==> src/rtl/regfile_sched_if.sv <==
// Bus bundle between the register-file access scheduler and its requesters.
// master: the scheduler side; slave: requesters plus register file side.
interface regfile_sched_if #(
    parameter int unsigned num_req = 3
);
    localparam int unsigned sel_w = $clog2(num_req);

    logic [num_req-1:0] req;
    logic [num_req-1:0] ack;
    logic               rd_req;
    logic               rd_gnt;
    logic               rf_wen;
    logic [sel_w-1:0]   rf_wsel;
    logic               rf_ren;
    logic               rf_wr_done;
    logic               busy;
    logic               err;

    modport master (
        input  req, rd_req, rf_wr_done,
        output ack, rd_gnt, rf_wen, rf_wsel, rf_ren, busy, err
    );

    modport slave (
        output req, rd_req, rf_wr_done,
        input  ack, rd_gnt, rf_wen, rf_wsel, rf_ren, busy, err
    );
endinterface

==> src/rtl/regfile_sched.sv <==
// Tile register-file access scheduler: round-robin writes, prioritised read windows
// with a starvation bound. Optional write watchdog enabled by RF_SCHED_WATCHDOG_EN.
module regfile_sched #(
    parameter int unsigned num_req = 3,
    parameter int unsigned max_rd  = 8,
    parameter int unsigned timeout = 15
) (
    input logic             clk,
    input logic             reset,
    regfile_sched_if.master bus
);
    localparam int unsigned sel_w   = $clog2(num_req);
    // One width serves both the read-window counter and the watchdog counter.
    localparam int unsigned cnt_top = (max_rd > timeout) ? max_rd : timeout;
    localparam int unsigned cnt_w   = $clog2(cnt_top + 1);

    typedef enum logic [1:0] {IDLE, RD, WR, ACK} state_t;

    state_t             state, next_state;
    logic [sel_w-1:0]   ptr;
    logic [sel_w-1:0]   winner;
    logic [sel_w-1:0]   pick;
    logic               pick_valid;
    int unsigned        idx;
    logic               any_req;
    logic [cnt_w-1:0]   rd_cnt;
    logic               lockout;
    logic               rd_limit;
    logic               wd_expire;

    logic [num_req-1:0] ack_d,  ack_q;
    logic               rd_gnt_d, rd_gnt_q;
    logic               rf_wen_d, rf_wen_q;
    logic               rf_ren_d, rf_ren_q;
    logic               busy_d,   busy_q;

    assign any_req  = |bus.req;
    assign rd_limit = any_req && ((rd_cnt + cnt_w'(1)) == cnt_w'(max_rd));

    // First set request at or after the pointer, wrapping around.
    always_comb begin
        pick       = ptr;
        pick_valid = 1'b0;
        idx        = 0;
        for (int unsigned i = 0; i < num_req; i++) begin
            idx = 32'(ptr) + i;
            if (idx >= num_req) idx = idx - num_req;
            if (!pick_valid && bus.req[idx[sel_w-1:0]]) begin
                pick       = idx[sel_w-1:0];
                pick_valid = 1'b1;
            end
        end
    end

    always_ff @(posedge clk or posedge reset) begin
        if (reset) state <= IDLE;
        else       state <= next_state;
    end

    always_comb begin
        next_state = state;
        case (state)
            IDLE: begin
                if (bus.rd_req && !lockout) next_state = RD;
                else if (pick_valid)        next_state = WR;
            end
            RD:      if (!bus.rd_req || rd_limit) next_state = IDLE;
            WR:      if (bus.rf_wr_done || wd_expire) next_state = ACK;
            ACK:     next_state = IDLE;
            default: next_state = IDLE;
        endcase
    end

    // Outputs are decoded from the next state and registered below.
    always_comb begin
        ack_d    = '0;
        rd_gnt_d = 1'b0;
        rf_wen_d = 1'b0;
        rf_ren_d = 1'b0;
        busy_d   = (next_state != IDLE);
        case (next_state)
            RD: begin
                rd_gnt_d = 1'b1;
                rf_ren_d = 1'b1;
            end
            WR:  rf_wen_d = 1'b1;
            ACK: if (bus.rf_wr_done) ack_d = num_req'(1) << winner;
            default: ;
        endcase
    end

    always_ff @(posedge clk or posedge reset) begin
        if (reset) begin
            ack_q    <= '0;
            rd_gnt_q <= 1'b0;
            rf_wen_q <= 1'b0;
            rf_ren_q <= 1'b0;
            busy_q   <= 1'b0;
            winner   <= '0;
            ptr      <= '0;
            rd_cnt   <= '0;
            lockout  <= 1'b0;
        end else begin
            ack_q    <= ack_d;
            rd_gnt_q <= rd_gnt_d;
            rf_wen_q <= rf_wen_d;
            rf_ren_q <= rf_ren_d;
            busy_q   <= busy_d;
            if (state == IDLE && next_state == WR) winner <= pick;
            if (state == RD && any_req) rd_cnt <= rd_cnt + cnt_w'(1);
            if (state == RD && rd_limit) lockout <= 1'b1;
            if (state == ACK) begin
                ptr     <= (winner == sel_w'(num_req - 1)) ? '0 : winner + sel_w'(1);
                rd_cnt  <= '0;
                lockout <= 1'b0;
            end
        end
    end

`ifdef RF_SCHED_WATCHDOG_EN
    logic [cnt_w-1:0] wd_cnt;
    logic             err_q;

    assign wd_expire = (state == WR) && !bus.rf_wr_done &&
                       ((wd_cnt + cnt_w'(1)) == cnt_w'(timeout));

    always_ff @(posedge clk or posedge reset) begin
        if (reset) begin
            wd_cnt <= '0;
            err_q  <= 1'b0;
        end else begin
            wd_cnt <= (state == WR) ? wd_cnt + cnt_w'(1) : '0;
            if (wd_expire) err_q <= 1'b1;
        end
    end

    assign bus.err = err_q;
`else
    assign wd_expire = 1'b0;
    assign bus.err   = 1'b0;
`endif

    assign bus.ack     = ack_q;
    assign bus.rd_gnt  = rd_gnt_q;
    assign bus.rf_wen  = rf_wen_q;
    assign bus.rf_wsel = winner;
    assign bus.rf_ren  = rf_ren_q;
    assign bus.busy    = busy_q;
endmodule

==> src/flat_wrapper.sv <==
// flat-port wrapper written by rule: the top's interface ports become plain ports
module regfile_sched_flat 
#(
    parameter int unsigned num_req = 3,
    parameter int unsigned max_rd  = 8,
    parameter int unsigned timeout = 15
)
  (clk, reset, bus_req, bus_rd_req, bus_rf_wr_done, bus_ack, bus_rd_gnt, bus_rf_wen, bus_rf_wsel, bus_rf_ren, bus_busy, bus_err);
  regfile_sched_if #(.num_req(num_req)) bus_i ();
  input logic clk;
  input logic reset;
  input wire logic [$bits(bus_i.req)-1:0] bus_req;
  input wire logic [$bits(bus_i.rd_req)-1:0] bus_rd_req;
  input wire logic [$bits(bus_i.rf_wr_done)-1:0] bus_rf_wr_done;
  output wire logic [$bits(bus_i.ack)-1:0] bus_ack;
  output wire logic [$bits(bus_i.rd_gnt)-1:0] bus_rd_gnt;
  output wire logic [$bits(bus_i.rf_wen)-1:0] bus_rf_wen;
  output wire logic [$bits(bus_i.rf_wsel)-1:0] bus_rf_wsel;
  output wire logic [$bits(bus_i.rf_ren)-1:0] bus_rf_ren;
  output wire logic [$bits(bus_i.busy)-1:0] bus_busy;
  output wire logic [$bits(bus_i.err)-1:0] bus_err;
  assign bus_i.req = bus_req;
  assign bus_i.rd_req = bus_rd_req;
  assign bus_i.rf_wr_done = bus_rf_wr_done;
  assign bus_ack = bus_i.ack;
  assign bus_rd_gnt = bus_i.rd_gnt;
  assign bus_rf_wen = bus_i.rf_wen;
  assign bus_rf_wsel = bus_i.rf_wsel;
  assign bus_rf_ren = bus_i.rf_ren;
  assign bus_busy = bus_i.busy;
  assign bus_err = bus_i.err;
  regfile_sched #(.num_req(num_req), .max_rd(max_rd), .timeout(timeout)) u_core (.clk(clk), .reset(reset), .bus(bus_i));
endmodule
==> config.mk <==
export PLATFORM = sky130hd
export DESIGN_NAME = regfile_sched_flat
export DESIGN_NICKNAME = d
export VERILOG_FILES = /design/src/rtl/regfile_sched_if.sv /design/src/rtl/regfile_sched.sv /design/src/flat_wrapper.sv
export SDC_FILE = /design/constraint.sdc
export NUM_CORES = 1
export LEC_CHECK = 0
export ABC_CLOCK_PERIOD_IN_PS = 2800
export BUFFER_PORTS_ARGS = -buffer_cell sky130_fd_sc_hd__buf_2
export CAP_MARGIN = 20
export CORE_MARGIN = 3
export CORE_UTILIZATION = 30
export DETAILED_ROUTE_END_ITERATION = 16
export PLACE_DENSITY = 0.53
export RECOVER_POWER = 25
export SLEW_MARGIN = 20
export SYNTH_ARGS = -nofsm -noshare
export SYNTH_HDL_FRONTEND = slang
export SYNTH_SLANG_ARGS = --single-unit
==> constraint.sdc <==
create_clock -name clk -period 2.8 [get_ports clk]
set_input_delay 0 -clock clk [delete_from_list [all_inputs] [get_ports clk]]
set_output_delay 0 -clock clk [all_outputs]
set_load 0.1 [all_outputs]
# == Word level (Yosys, flattened, before mapping) ==
# Index checks and enable logic that the tools add are counted.
# W data, S select, Z words.
# totals
register_bits,17
latch_bits,0
ram_bits,0
romBits,0
in_bits,7
wordCells,77
memories,0
# classes
n_addsub,7
n_mul,0
div_mod_pow,0
magnitude_cmp,6
n_eq_ne,8
n_shift,1
n_mux,29
bitwise_logic,0
reduce_logical,17
# ops
op,count
$mux W2,11
$eq A2 B2 Y1 const B,5
$mux W1,10
$lt A2 B3 Y1 const B,3
$mux W4,2
$pmux W2 S4,1
$logic_and A1 B1 Y1,7
$bmux W1 S2,3
$ge A3 B2 Y1 const B,2
$mux W3,2
$reduce_bool A2 Y1,3
$sub A2 B2 Y2 const B,3
$add A4 B1 Y4 const B,1
$eq A2 B1 Y1 const B,2
$eq A4 B4 Y1 const B,1
$logic_not A1 Y1,4
$add A2 B1 Y3 const B,1
$add A2 B2 Y3 const B,1
$reduce_or A3 Y1,1
$shl A1 B2 Y3 const A,1
$add A2 B1 Y2 const B,1
$ge A2 B2 Y1 const B,1
$logic_not A2 Y1,1
$logic_or A1 B1 Y1,1

# == Depth between registers and ports, before layout ==
# logic_depth
depth_word,16
depth_mapped,8
mapped_depth_nobuf,7

# == Least setup slack after synthesis ==
# OpenSTA, ideal clock, no wires.
# synth_timing
path_type,register to register
start,register u_core.ptr[1]
end,register u_core.winner[1] (netlist: u_core.bus.rf_wsel[1])
arrival_ns,1.774
path_slack_ns,0.930
path_stages_with_launch,8
synth_period_minus_slack_ns,1.870
cell_sequence,dfrtp_1 inv_1 ha_1 mux2i_2 mux2i_4 and2b_2 o32a_1 o31ai_1
# synth_via
elab_chain_cells,16
# synth_lines
element,line_no,source
start: declaration,regfile_sched.sv:20,logic [sel_w-1:0] ptr;
start signal: assignment,regfile_sched.sv:113,ptr <= (winner == sel_w'(num_req - 1)) ? '0 : winner + sel_w'(1);
"parallel branches: the longest is 16 deep, another holds $add A2 B1 Y3",-,
end signal: assignment,regfile_sched.sv:109,if (state == IDLE && next_state == WR) winner <= pick;
end: declaration,regfile_sched.sv:21,logic [sel_w-1:0] winner;
# Parallel ways; which one is timed is not known. The select of a mux whose other input is x is not followed.
# A chain may end at the register's enable or synchronous reset.

# == Worst setup path after layout ==
# layout_timing
start,register u_core.ptr[0]
end,register u_core.winner[1] (netlist: u_core.bus.rf_wsel[1])
# The elaborated chain is that of the path after synthesis.

==> results.md <==
Status:
- The run finished with clean final reports.

Global routing:
- The number of antenna violations at the first check in global routing is 0.
- The pin count of the biggest net entering global routing is 18.
- The number of global-route vias before repair is 769.
- The first global-routing pass estimated 3460 µm of wire.
- For this run the aggregate overflow at the end of global routing stands at 0.
- The total track usage is 0.102.

Clocking:
- The root buffer cell is clkbuf_4.
- The clock slew at the register clock pins of the worst setup and hold paths is 0.10 ns.
- The maximum number of buffers from clock root to sink is 2.
- In this run, post-CTS repair resized a total of 0 instances.
- Buffers inserted to repair hold after CTS numbered 2.
- The CTS sink count is 17.
- Clock tree synthesis inserted a total of 3 buffers.
- In this run the number of H-tree levels came out at 1.
- Buffers added to address setup during post-CTS repair amount to 0.
- At the later pin of the worst-skew pair, clock insertion delay measures 0.29 ns.
- The TritonCTS clock tree is built.

Die:
- The initial utilization of the core area, before any placement, comes to 0.325.
- The core region area is 3180 µm².
- The overall die height is 64.7 µm.
- During I/O placement, the number of pins put on the boundary was 17.
- Measured along the x axis, the die boundary spans 64.7 µm.
- The die covers between 4000 and 5000 µm².
- After floorplanning, the core was divided into 20 placement rows.

Finish:
- The final net count is 136.
- The area growth from synthesis to final layout is 14.3%.
- The library cell used most frequently in the layout, excluding fill and tap cells, is dfrtp_1.
- The area of combinational cells with multiple inputs is 541 µm².
- The layout filler cell count is 332.
- In the final layout, the share of cells above drive strength 1 is 0.230.
- The top cell types in the final layout, fill and taps aside, are dfrtp_1 (17), buf_2 (15), inv_1 (10).
- The final instance area is approximately 1200 µm².
- In the final layout, flip-flops and latches occupy 425 µm².
- 0 antenna diodes ended up in the layout.

Place:
- The routability-driven placement congestion ratio is 0.725.
- Port buffering added 15 buffers.
- Summed over all nets, the half-perimeter wirelength after detailed placement is approximately 1500 µm.
- The placed instances occupy a cell area of approximately 1100 µm².

Worst setup path:
- The worst path required time is 3.00 ns.
- The critical path in this run is classified as reg2reg.
- The critical register-to-register path startpoint is u_core.ptr[0].
- Measured in cells, the most critical reg-to-reg path has a length of 6.
- The register-to-register path setup slack is 0.67 ns.
- The element type at the critical path end is a flip-flop.
- The capturing instance or port of the critical path is u_core.bus.rf_wsel[1].
- For the worst setup path, the data arrival time is 2.33 ns.
- The worst setup path is launched from a flip-flop.
- The worst-path maximum fanout is 7.
- The launching instance or port of the critical path is u_core.ptr[0].
- The reg-to-reg critical path endpoint is u_core.bus.rf_wsel[1].

Synth:
- The warning count from the yosys run is 0.
- In this run the cell area of the synthesized design comes to 1030 µm².
- The most common flop cell mapped by yosys is dfrtp_1.
- The sequential fraction of the synthesis area is 0.412.
- The fraction of registers with async set or reset after synthesis is 1.00.
- The number of enable flip-flop cells after synthesis is 0.
- The net count after synthesis is 118.
- Counting every instance in the synthesized netlist gives 105.
- In this run, synthesis produced a sequential element count of 17.
- Each instance of the synthesized netlist takes up on average 9.84 µm².
- In this run, distinct cell masters in the synthesized netlist total 39.

Timing:
- Setup repair after global routing left no endpoint under its margin.
- For the finished layout, the period the worst path requires is approximately 2.1 ns.
- The maximum clock frequency is roughly 0.47 GHz.
- At the pin with the least slew margin, the transition time is 0.635 ns.
- Clock skew on the completed layout was measured at 0.00248 ns.
- The number of setup violations in the final report is 0.
- The number of hold violations in the final report came to 0.
- For the final routed database, the setup TNS stands at 0 ns.
- The worst pin sits at a relative slew slack of 0.576.
- In the finished design, the share of the clock period the worst path needs comes to 0.762.
- The number of max-slew violations in the final report was 0.

Detailed routing:
- The wire length per cell after detailed routing is 12.0 µm.
- The overall via count from detail_route is 805.
- The routed via count divided by cell count is roughly 4.8.
- In this run the remaining antenna-violating nets after routing total 0.
- The final routed DRC violation total is 0.
- After detailed routing, the total wire length is 2000 µm.
- The detailed router finished its first iteration with 29 violations.
- For this run, the detailed router's first-pass iteration total came to 4.

Job:
- The number of max-capacitance violations reported is 0.

Hold path:
- The min-delay analysis places its worst path in the category in2reg.
cell type report:
type | count | share of cell area
Clock buffer | 3 | 0.0191
Clock inverter | 1 | 0.00424
Inverter | 10 | 0.0318
Multi-Input combinational cell | 74 | 0.458
Sequential cell | 17 | 0.360
Tap cell | 44 | 0.0466
Timing Repair Buffer | 17 | 0.0805
per-layer routing:
layer  global-route usage  share of wire  vias to the layer above
met5                    0              0                        -
li1                     -              -                      406
met1                0.125           0.45                      382
met4               0.0158         0.0040                        0
met3               0.0364          0.048                        2
met2                0.174           0.49                       15
stage by stage:
stage,std cells,setup slack [ns],util,hold WS (ns)
floorplan,105,0.930,-,-0.0739
global placement,160,0.713,0.357,0.120
detailed placement,160,0.673,0.357,0.125
CTS,166,0.651,0.372,0.0489
global route,166,0.581,0.372,0.0664
finish,166,0.667,0.372,0.0555
kinds of logic (layout without fill, tap and decap cells):
kind of cell / after synthesis / count (layout) / synth area share
multiplexers: 5 / 5 / 0.0678
adder cells (fa/ha/maj): 6 / 6 / 0.0726
buffers and inverters: 14 / 31 / 0.0654
flip-flops: 17 / 17 / 0.412
other: 1 / 1 / 0.00363
XOR/XNOR: 2 / 2 / 0.0170
AND/OR/NAND/NOR: 36 / 36 / 0.199
AO/OA/AOI/OAI: 24 / 24 / 0.163
sequential cells by signal, indices dropped and copies added (netlist names):
name,cells
u_core.bus.rf_wsel,2
u_core.lockout,1
u_core.bus.ack,3
u_core.state,2
u_core.rd_cnt,4
u_core.bus.rd_gnt,1
u_core.bus.rf_wen,1
u_core.ptr,2
u_core.bus.busy,1
synthesized netlist by cell type, drive strengths merged (2+ instances only):
library cell	count	share of area
ha	6	0.073
a21oi	3	0.015
a31oi	2	0.012
o21ai	8	0.039
nand2	9	0.033
o31ai	4	0.029
nor3b	2	0.015
buf	3	0.025
nand2b	3	0.021
nand3	8	0.039
nand3b	2	0.015
inv	10	0.036
dfrtp	17	0.41
nor3	4	0.024
nor2	2	0.0073
mux2i	5	0.068
how the worst min path moves through the flow:
stage | from | endpoint | slack [ns] | cells after the start
final | bus_rf_wr_done | u_core.bus.ack[0] | 0.06 | 3
after global routing | bus_rf_wr_done | u_core.bus.ack[2] | 0.07 | 3
after detailed placement | reset | u_core.bus.rd_gnt | 0.12 | 2
after floorplan | reset | u_core.bus.ack[0] | -0.07 | 1
after global placement | reset | u_core.bus.rf_wen | 0.12 | 2
after CTS | bus_rf_wr_done | u_core.bus.ack[0] | 0.05 | 3
worst max-delay path, stage by stage (launching register included):
cell,delay [ns]
dfrtp_1,0.44
inv_1,0.10
ha_1,0.49
mux2i_2,0.37
nor3_2,0.08
o32a_1,0.34
o31ai_1,0.23
Power is left out: the tool's default activity adds up to more than one toggle a clock period on the data nets, which glitch-free logic cannot reach.
